### src/rtl/tow_pkg.sv
// Shared types and constants for the tug-of-war game controller.
package tow_pkg;

    typedef enum logic [1:0] {
        ST_IDLE,
        ST_COUNTDOWN,
        ST_PLAY,
        ST_WIN
    } state_t;

    localparam logic [1:0] LED_OFF     = 2'd0;
    localparam logic [1:0] LED_ALL     = 2'd1;
    localparam logic [1:0] LED_SCORE   = 2'd2;
    localparam logic [1:0] LED_PATTERN = 2'd3;

    localparam logic [2:0] POS_CENTER = 3'd3;
    localparam logic [2:0] POS_MAX    = 3'd6;

    localparam logic [7:0] WIN_MASK_L   = 8'hF0;
    localparam logic [7:0] WIN_MASK_R   = 8'h0F;
    localparam logic [7:0] SCORE_CENTER = 8'h18;

    function automatic logic [7:0] rope_score(input logic [2:0] pos);
        logic [7:0] w_pair;
        w_pair = 8'h03;
        return w_pair << pos;
    endfunction

endpackage

### src/rtl/tow_edge_detect.sv
// One-bit rising-edge detector; the history bit resets high so a
// button held through reset never fires.
module tow_edge_detect (
    input  logic i_clk,
    input  logic i_rst_n,
    input  logic i_btn,
    output logic o_edge
);

    logic r_prev;

    always_ff @(posedge i_clk) begin
        if (!i_rst_n) begin
            r_prev <= 1'b1;
        end else begin
            r_prev <= i_btn;
        end
    end

    assign o_edge = i_btn & ~r_prev;

endmodule

### src/rtl/tow_game_ctrl.sv
// Tug-of-war game controller: FSM, countdown, rope position, win blink.
// Optional TOW_FALSE_START_EN: player edge in countdown awards the opponent.
module tow_game_ctrl
    import tow_pkg::*;
#(
    parameter int COUNT_CYCLES = 50_000_000,
    parameter int BLINK_CYCLES = 12_500_000
) (
    input  logic       clk,
    input  logic       rst_n,
    input  logic       btn_start,
    input  logic       btn_l,
    input  logic       btn_r,
    output logic [1:0] led_control,
    output logic [7:0] score,
    output logic       win_l,
    output logic       win_r
);

    localparam int MAX_CYC = (COUNT_CYCLES > BLINK_CYCLES) ?
                             COUNT_CYCLES : BLINK_CYCLES;
    localparam int TW = $clog2(MAX_CYC);
    localparam logic [TW-1:0] CNT_LAST = TW'(COUNT_CYCLES - 1);
    localparam logic [TW-1:0] BLK_LAST = TW'(BLINK_CYCLES - 1);

    logic w_start;
    logic w_l;
    logic w_r;

    tow_edge_detect u_ed_start (
        .i_clk   (clk),
        .i_rst_n (rst_n),
        .i_btn   (btn_start),
        .o_edge  (w_start)
    );

    tow_edge_detect u_ed_l (
        .i_clk   (clk),
        .i_rst_n (rst_n),
        .i_btn   (btn_l),
        .o_edge  (w_l)
    );

    tow_edge_detect u_ed_r (
        .i_clk   (clk),
        .i_rst_n (rst_n),
        .i_btn   (btn_r),
        .o_edge  (w_r)
    );

    state_t          r_state;
    state_t          w_state_nxt;
    logic [2:0]      r_pos;
    logic [2:0]      w_pos_nxt;
    logic [TW-1:0]   r_timer;
    logic [TW-1:0]   w_timer_nxt;
    logic            r_phase_b;
    logic            w_phase_nxt;
    logic            r_left;
    logic            w_left_nxt;
    logic [1:0]      w_led_nxt;
    logic [7:0]      w_score_nxt;
    logic            w_win_l_nxt;
    logic            w_win_r_nxt;

    always_ff @(posedge clk) begin
        if (!rst_n) begin
            r_state     <= ST_IDLE;
            r_pos       <= POS_CENTER;
            r_timer     <= '0;
            r_phase_b   <= 1'b0;
            r_left      <= 1'b0;
            led_control <= LED_OFF;
            score       <= 8'h00;
            win_l       <= 1'b0;
            win_r       <= 1'b0;
        end else begin
            r_state     <= w_state_nxt;
            r_pos       <= w_pos_nxt;
            r_timer     <= w_timer_nxt;
            r_phase_b   <= w_phase_nxt;
            r_left      <= w_left_nxt;
            led_control <= w_led_nxt;
            score       <= w_score_nxt;
            win_l       <= w_win_l_nxt;
            win_r       <= w_win_r_nxt;
        end
    end

    always_comb begin
        w_state_nxt = r_state;
        w_pos_nxt   = r_pos;
        w_timer_nxt = r_timer;
        w_phase_nxt = r_phase_b;
        w_left_nxt  = r_left;

        unique case (r_state)
            ST_IDLE: begin
                if (w_start) w_state_nxt = ST_COUNTDOWN;
            end
            ST_COUNTDOWN: begin
                w_timer_nxt = r_timer + 1'b1;
`ifdef TOW_FALSE_START_EN
                if (w_l && w_r) begin
                    w_state_nxt = ST_IDLE;
                end else if (w_l) begin
                    w_state_nxt = ST_WIN;
                    w_left_nxt  = 1'b0;
                end else if (w_r) begin
                    w_state_nxt = ST_WIN;
                    w_left_nxt  = 1'b1;
                end else if (r_timer == CNT_LAST) begin
                    w_state_nxt = ST_PLAY;
                end
`else
                if (r_timer == CNT_LAST) w_state_nxt = ST_PLAY;
`endif
            end
            ST_PLAY: begin
                if (w_l && !w_r) begin
                    if (r_pos == POS_MAX) begin
                        w_state_nxt = ST_WIN;
                        w_left_nxt  = 1'b1;
                    end else begin
                        w_pos_nxt = r_pos + 3'd1;
                    end
                end else if (w_r && !w_l) begin
                    if (r_pos == 3'd0) begin
                        w_state_nxt = ST_WIN;
                        w_left_nxt  = 1'b0;
                    end else begin
                        w_pos_nxt = r_pos - 3'd1;
                    end
                end
            end
            ST_WIN: begin
                if (w_start) begin
                    w_state_nxt = ST_COUNTDOWN;
                end else if (r_timer == BLK_LAST) begin
                    w_timer_nxt = '0;
                    w_phase_nxt = ~r_phase_b;
                end else begin
                    w_timer_nxt = r_timer + 1'b1;
                end
            end
            default: w_state_nxt = ST_IDLE;
        endcase

        // Every state change restarts the shared timer and blink phase.
        if (w_state_nxt != r_state) begin
            w_timer_nxt = '0;
            w_phase_nxt = 1'b0;
        end
        if (w_state_nxt == ST_COUNTDOWN) w_pos_nxt = POS_CENTER;
    end

    always_comb begin
        w_led_nxt   = LED_OFF;
        w_score_nxt = 8'h00;
        w_win_l_nxt = 1'b0;
        w_win_r_nxt = 1'b0;
        unique case (w_state_nxt)
            ST_IDLE: begin
                w_led_nxt = LED_OFF;
            end
            ST_COUNTDOWN: begin
                w_led_nxt   = LED_ALL;
                w_score_nxt = SCORE_CENTER;
            end
            ST_PLAY: begin
                w_led_nxt   = LED_SCORE;
                w_score_nxt = rope_score(w_pos_nxt);
            end
            ST_WIN: begin
                w_led_nxt   = w_phase_nxt ? LED_SCORE : LED_PATTERN;
                w_score_nxt = w_left_nxt ? WIN_MASK_L : WIN_MASK_R;
                w_win_l_nxt = w_left_nxt;
                w_win_r_nxt = ~w_left_nxt;
            end
            default: w_led_nxt = LED_OFF;
        endcase
    end

endmodule

### config.mk
export PLATFORM = sky130hd
export DESIGN_NAME = tow_game_ctrl
export DESIGN_NICKNAME = d
export VERILOG_FILES = /design/src/rtl/tow_pkg.sv /design/src/rtl/tow_edge_detect.sv /design/src/rtl/tow_game_ctrl.sv
export SDC_FILE = /design/constraint.sdc
export NUM_CORES = 1
export LEC_CHECK = 0
export ABC_AREA = 1
export CAP_MARGIN = 20
export CELL_PAD_IN_SITES_DETAIL_PLACEMENT = 0
export CELL_PAD_IN_SITES_GLOBAL_PLACEMENT = 1
export CORE_MARGIN = 2
export CORE_UTILIZATION = 46
export DETAILED_ROUTE_END_ITERATION = 7
export PLACE_DENSITY = 0.85
export SLEW_MARGIN = 40
export SYNTH_ARGS = -nofsm -noshare
export SYNTH_HDL_FRONTEND = slang
export SYNTH_HIERARCHICAL = 1
export SYNTH_SLANG_ARGS = --single-unit
### constraint.sdc
create_clock -name clk -period 5.12 [get_ports clk]
set_clock_uncertainty 0.15 [all_clocks]
set_input_delay 1.28 -clock clk [delete_from_list [all_inputs] [get_ports clk]]
set_output_delay 1.28 -clock clk [all_outputs]
set_load 0.01 [all_outputs]
======== Word-level counts from Yosys, hierarchy flattened ========
Cells that the tools add are included.
storage, ports and cells
  register bits ........................... 48
  logic and storage cells ................. 77
  output and inout port bits .............. 12
cells by class
  shift operators ......................... 1
  reductions and logical operators ........ 12
  bitwise operators ....................... 9
  equality and inequality tests ........... 11
  multiplexer cells ....................... 29
  add/subtract/negate cells ............... 3
operators by type and width
  cell                                              count
  two-way mux 26 bit                                2
  case mux 26 bit (2 select lines)                  1
  adder 26 x 1 -> 26 bit, second input constant     1
  == test 26 x 24 -> 1 bit, second input constant   1
  == test 26 bit, second input constant             1
  case mux 8 bit (3 select lines)                   1
  two-way mux 3 bit                                 6
  two-way mux 2 bit                                 6
  two-way mux 1 bit                                 10
  == test 2 bit, second input constant              4
  two-way mux 8 bit                                 1
  case mux 2 bit (4 select lines)                   1
  << shifter 2 x 3 -> 8 bit, first input constant   1
  NOT 1 bit                                         6
  case mux 2 bit (3 select lines)                   1
  == test 2 x 1 -> 1 bit, second input constant     2
  logical NOT 2 bit                                 2
  AND reduction 2 bit                               2
  OR reduction 2 bit                                2
  adder 3 x 1 -> 3 bit, second input constant       1
  bitwise AND 1 bit                                 3
  == test 3 bit, second input constant              1
  logical NOT 3 bit                                 1
  subtractor 3 x 1 -> 3 bit, second input constant  1
  5 further kinds                                   7

======== Longest topological paths before layout ========
  depth after elaboration ................. 11
  mapped depth ............................ 18
  depth with buffers taken out ............ 18

======== By module ========
The synthesis kept the hierarchy.
by module, submodules not included
  module           seq. area each (sq um)  area an instance (sq um)  times used  cells each
  tow_game_ctrl    900.9                   2979.1                    1           472
  tow_edge_detect  20.0                    33.8                      3           4

======== Worst setup path before layout ========
Ideal clock, no wire load.
  path kind ............................... input to register
  from .................................... input port btn_l
  to ...................................... register score[6]
  buffers on the path ..................... 0
  stages on the path ...................... 15
  setup time .............................. 0.132 ns
  arrival time ............................ 2.793 ns
  setup slack ............................. 2.045 ns
  cells stage by stage .................... inv_1 nor2_2 inv_1 nor2_1 nand3_1 o21ai_0 inv_1 nand2_1 nand2_2 nand2_1 nand2_1 inv_1 ha_1 nand3_1 a21oi_1
between the ends
  word-level cells in the longest chain between the ends .. 10
  elaborated cells between the ends (all ways) .. 20
  those cells by class .................... 3 x eq/ne; 1 x shift; 12 x mux; 1 x bitwise; 3 x reduce/logical
ends and longest elaborated chain
  what                               RTL line               RTL
  start: declaration                 tow_game_ctrl.sv:12    input logic btn_l,
  bitwise AND 1 bit *                tow_edge_detect.sv:20  assign o_edge = i_btn & ~r_prev;
  via w_l                            tow_game_ctrl.sv:27    logic w_l;
  logical NOT 1 bit                  tow_game_ctrl.sv:127   end else if (w_r && !w_l) begin
  logical AND 1 bit                  tow_game_ctrl.sv:127
  two-way mux 2 bit                  tow_game_ctrl.sv:127
  two-way mux 2 bit                  tow_game_ctrl.sv:120   if (w_l && !w_r) begin
  case mux 2 bit (3 select lines)    tow_game_ctrl.sv:97    unique case (r_state)
  == test 2 x 1 -> 1 bit             tow_game_ctrl.sv:154   if (w_state_nxt == ST_COUNTDOWN) w_pos_nxt = POS_CENTER;
  two-way mux 3 bit *                tow_game_ctrl.sv:154
  via w_pos_nxt[1]                   tow_game_ctrl.sv:54    logic [2:0] w_pos_nxt;
  << shifter 2 x 3 -> 8 bit *        tow_pkg.sv:26          return w_pair << pos;
  case mux 8 bit (3 select lines) *  tow_game_ctrl.sv:162   unique case (w_state_nxt)
  end signal: assignment             tow_game_ctrl.sv:84    score <= w_score_nxt;
  end: declaration                   tow_game_ctrl.sv:15    output logic [7:0] score,
Mark *: on every way through the listed nets, which the timed path passes. The rest lies on a longest branch.
A chain may end at the register's enable or synchronous reset.

======== Worst setup path in the final report ========
  from .................................... input port btn_l
  to ...................................... register score[4]
The elaborated chain is that of the path after synthesis.

==> flow_metrics.py <==
metrics = {
    "yosys": {
        "synth_seq_cells": 48,
        "synth_area_um2": 3080,
        "yosysWarnings": 6,
        "syn_inst": 484,
        "synth_top_family_by_area": "simple AND/OR/NAND/NOR gates",
        "ys_seq_area_share_pct": 31.2,
        "syn_nets": 499,
        "post_synth.cell_area_avg_um2": 6.36,
        "yosys.area_share.simple_pct": 40.5,
        "synthMuxAreaShare_pct": 0.650,
        "synth-adder-area-share_pct": 4.06,
        "synthArstFlopShare_pct": 0,
        "synth_compound_area_share_pct": 9.26,
        "synth_flop_cell": "dfxtp_1",
        "synth_edf_count": 0,
        "synth.distinct_cells": 27,
        "synth_xor_area_share_pct": 4.55,
    },
    "global_routing": {
        "gr-usage-met1_pct": 34.2,
        "gr-max-usage-layer": "met1",
        "overflow": 0,
        "grt_max_degree": 28,
        "antenna_found_initial": 0,
        "grt_pass1_vias": 2573,
        "use_met2_pct": 29.3,
        "grt_use_total_pct": 21.4,
        "use_met3_pct": 3.18,
        "grt_pass1_wl_um": 12600,
    },
    "timing": {
        "hold_viol": 0,
        "final-setup-viol-count": 0,
        "fin_setup_tns_ns": 0,
        "rsz0062_at_grt": "false",
        "fin_crit_ns": 3.52,
        "worst_pin_slew_ns": 0.666,
        "fmax_ghz": 0.284,
        "slew-limit-headroom_pct": 55.5,
        "maxSlewViolCount": 0,
        "period_share_pct": 68.8,
    },
    "layout": {
        "drive_gt1_share_pct": 9.98,
        "n_fill_cell": 658,
        "utilization_pct": 53.2,
        "area_growth_pct": 11.0,
        "insertedDiodeCount": 0,
        "fin_nets": 515,
        "instances_no_fill": 578,
        "most-common-layout-cells": "nand2_1 (106), nor2_1 (76), inv_1 (64)",
        "final_common_cell": "nand2_1",
    },
    "floorplan": {
        "start_util_pct": 48.0,
        "core_um2": 6420,
        "rows": 29,
        "die_area_um2": 7370,
        "die_x_um": 85.8,
        "die_h_um": 85.8,
        "ioPinCount": 17,
    },
    "drt": {
        "vias": 2900,
        "drc": 2,
        "viasPerCell": 5.02,
        "wl_per_cell_um": 12.7,
        "drt_iter0_markers": 140,
        "dr.pass1.iters": 7,
        "routed_wl_um": 7330,
        "drtAntennaViolNets": 0,
    },
    "run": {
        "drv_cap": 0,
    },
    "setup_path": {
        "path_buf_inv": 6,
        "crit_type": "in -> reg",
        "crit_family": "simple AND/OR/NAND/NOR gates",
        "worst_setup_path_start_kind": "input pin",
        "crit_fanout": 9,
        "cp_cell_sequence": "clkdlybuf4s50_1 > inv_1 > nor2_2 > inv_1 > nor2_1 > nand3_1 > o21ai_0 > inv_1 > nand2_1 > nand2_2 > nand2_1 > nand2_1 > inv_1 > ha_1 > inv_1 > nand3_1 > nand2_1 > a21oi_1",
        "slowest_delay_ns": 0.45,
        "cpMaxStageDelayCell": "clkdlybuf4s50_1",
        "cpMostUsedCell": "inv_1",
        "cp.arrival_ns": 3.61,
        "cp.required_ns": 5.21,
        "end_kind": "flop",
    },
    "clocking": {
        "h-tree-depth": 2,
        "postCtsSetupBuffers": 0,
        "cts_num_sinks": 48,
        "cts_hold_buf": 0,
        "clk_pin_slew_ns": 0.10,
        "ctsRootBufferMaster": "clkbuf_8",
        "cts_resized": 0,
        "insertion_delay_ns": 0.31,
        "cts_buffers": 5,
        "cts_tree": "done",
        "cts_buffer_depth": 2,
    },
    "pwr": {
        "cellPowerDensity_nw_per_um2": 228,
        "leakagePower_nw": 1.33,
        "p_sw_mw": 0.219,
        "seqPwrFrac_pct": 49.5,
        "p_comb_share_pct": 13.3,
        "peakVddDrop_mv": 0.124,
        "p_clk_share_pct": 37.1,
        "p_int_mw": 0.560,
        "sw_frac_of_total_pct": 28.1,
    },
    "worst_hold_path": {
        "min_path_type": "reg -> reg",
    },
    "run_status": {
        "status": "finished, violations left",
        "violations": "DRC",
    },
    "placed_design": {
        "placedCellCount": 570,
        "io_buffer_count": 16,
        "globalplace.congestion": 0.933,
        "place_hpwl_um": 5480,
    },
}
==> cell usage after synthesis, types with 10 or more instances <==
cell type | number | area (µm²)
dfxtp_1 | 48 | 961
ha_1 | 10 | 125
inv_1 | 64 | 240
nor3_1 | 13 | 65.1
nor2_1 | 77 | 289
o21ai_0 | 16 | 80.1
a21oi_1 | 38 | 190
nand2_1 | 106 | 398
xor2_1 | 12 | 105
nor2_2 | 20 | 125
nand3_1 | 33 | 165
==> power groups by stage <==
stage	combinational, mW	sequential (mW)	clock (mW)
2_1_floorplan	0.0786	0.396	0
3_3_place_gp	0.104	0.394	0
3_5_place_dp	0.104	0.394	0
4_1_cts	0.105	0.386	0.301
5_1_grt	0.116	0.387	0.315
6_report	0.104	0.386	0.289
==> final cells by class <==
type | instances | area [µm²] | area share (%)
Tap cell | 77 | 96.3 | 2.82
Sequential cell | 48 | 961 | 28.1
Clock inverter | 3 | 46.3 | 1.35
Clock buffer | 5 | 68.8 | 2.01
Multi-Input combinational cell | 360 | 1820 | 53.2
Timing Repair Buffer | 18 | 175 | 5.12
Inverter | 67 | 251 | 7.36
==> state kept, by name, summed over array words and instances, names as in the netlist <==
signal / count
led_control: 2
r_left: 1
r_phase_b: 1
r_pos: 3
r_state: 2
r_timer: 26
score: 8
u_ed_l/r_prev: 1
u_ed_r/r_prev: 1
u_ed_start/r_prev: 1
win_l: 1
win_r: 1
==> stage by stage <==
stage               instance area, µm²  total power, mW  hold WS [ns]  worst slack, ns
finish                            3420            0.779         0.437             1.60
CTS                               3420            0.792         0.428             1.60
floorplan                         3080            0.474         0.387             2.04
detailed placement                3300            0.499         0.410             1.28
global placement                  3300            0.498         0.407             1.39
global route                      3420            0.818         0.461             1.21
==> logic make-up (layout without fill, tap and decap cells) <==
| group | count (synthesis) | in the layout |
|---|---|---|
| multiplexers | 2 | 2 |
| XOR/XNOR | 16 | 16 |
| flip-flops | 48 | 48 |
| AO/OA/AOI/OAI | 56 | 56 |
| buffers and inverters | 76 | 93 |
| AND/OR/NAND/NOR | 276 | 276 |
| adder cells (fa/ha/maj) | 10 | 10 |
==> worst reg2reg max path, stage by stage (launching register included) <==
cell and delay [ns]:
dfxtp_1 0.44, ha_1 0.18, buf_4 0.22, inv_1 0.08, o21a_1 0.35, inv_1 0.57
nand4_1 0.16, nor3_1 0.22, xor2_1 0.19, nor2_2 0.04
==> metal layers <==
| layer | vias up | share of wire [%] | routed length [µm] |
|---|---|---|---|
| met1 | 1271 | 54 | 3990 |
| met3 | 4 | 4.8 | 350 |
| met4 | 0 | 1.0 | 74 |
| met5 | - | 0 | 0 |
| li1 | 1547 | - | - |
| met2 | 78 | 40 | 2920 |
==> worst paths after layout <==
path / startpoint / to / slack (ns) / depth (start not counted)
min reg2reg: r_phase_b / r_phase_b / 0.44 / 4
max: btn_l / score[4] / 1.60 / 18
min: r_phase_b / r_phase_b / 0.44 / 4
max reg2reg: r_state[1] / r_timer[25] / 2.40 / 9
Note: power is estimated with default switching activity, not from simulation.
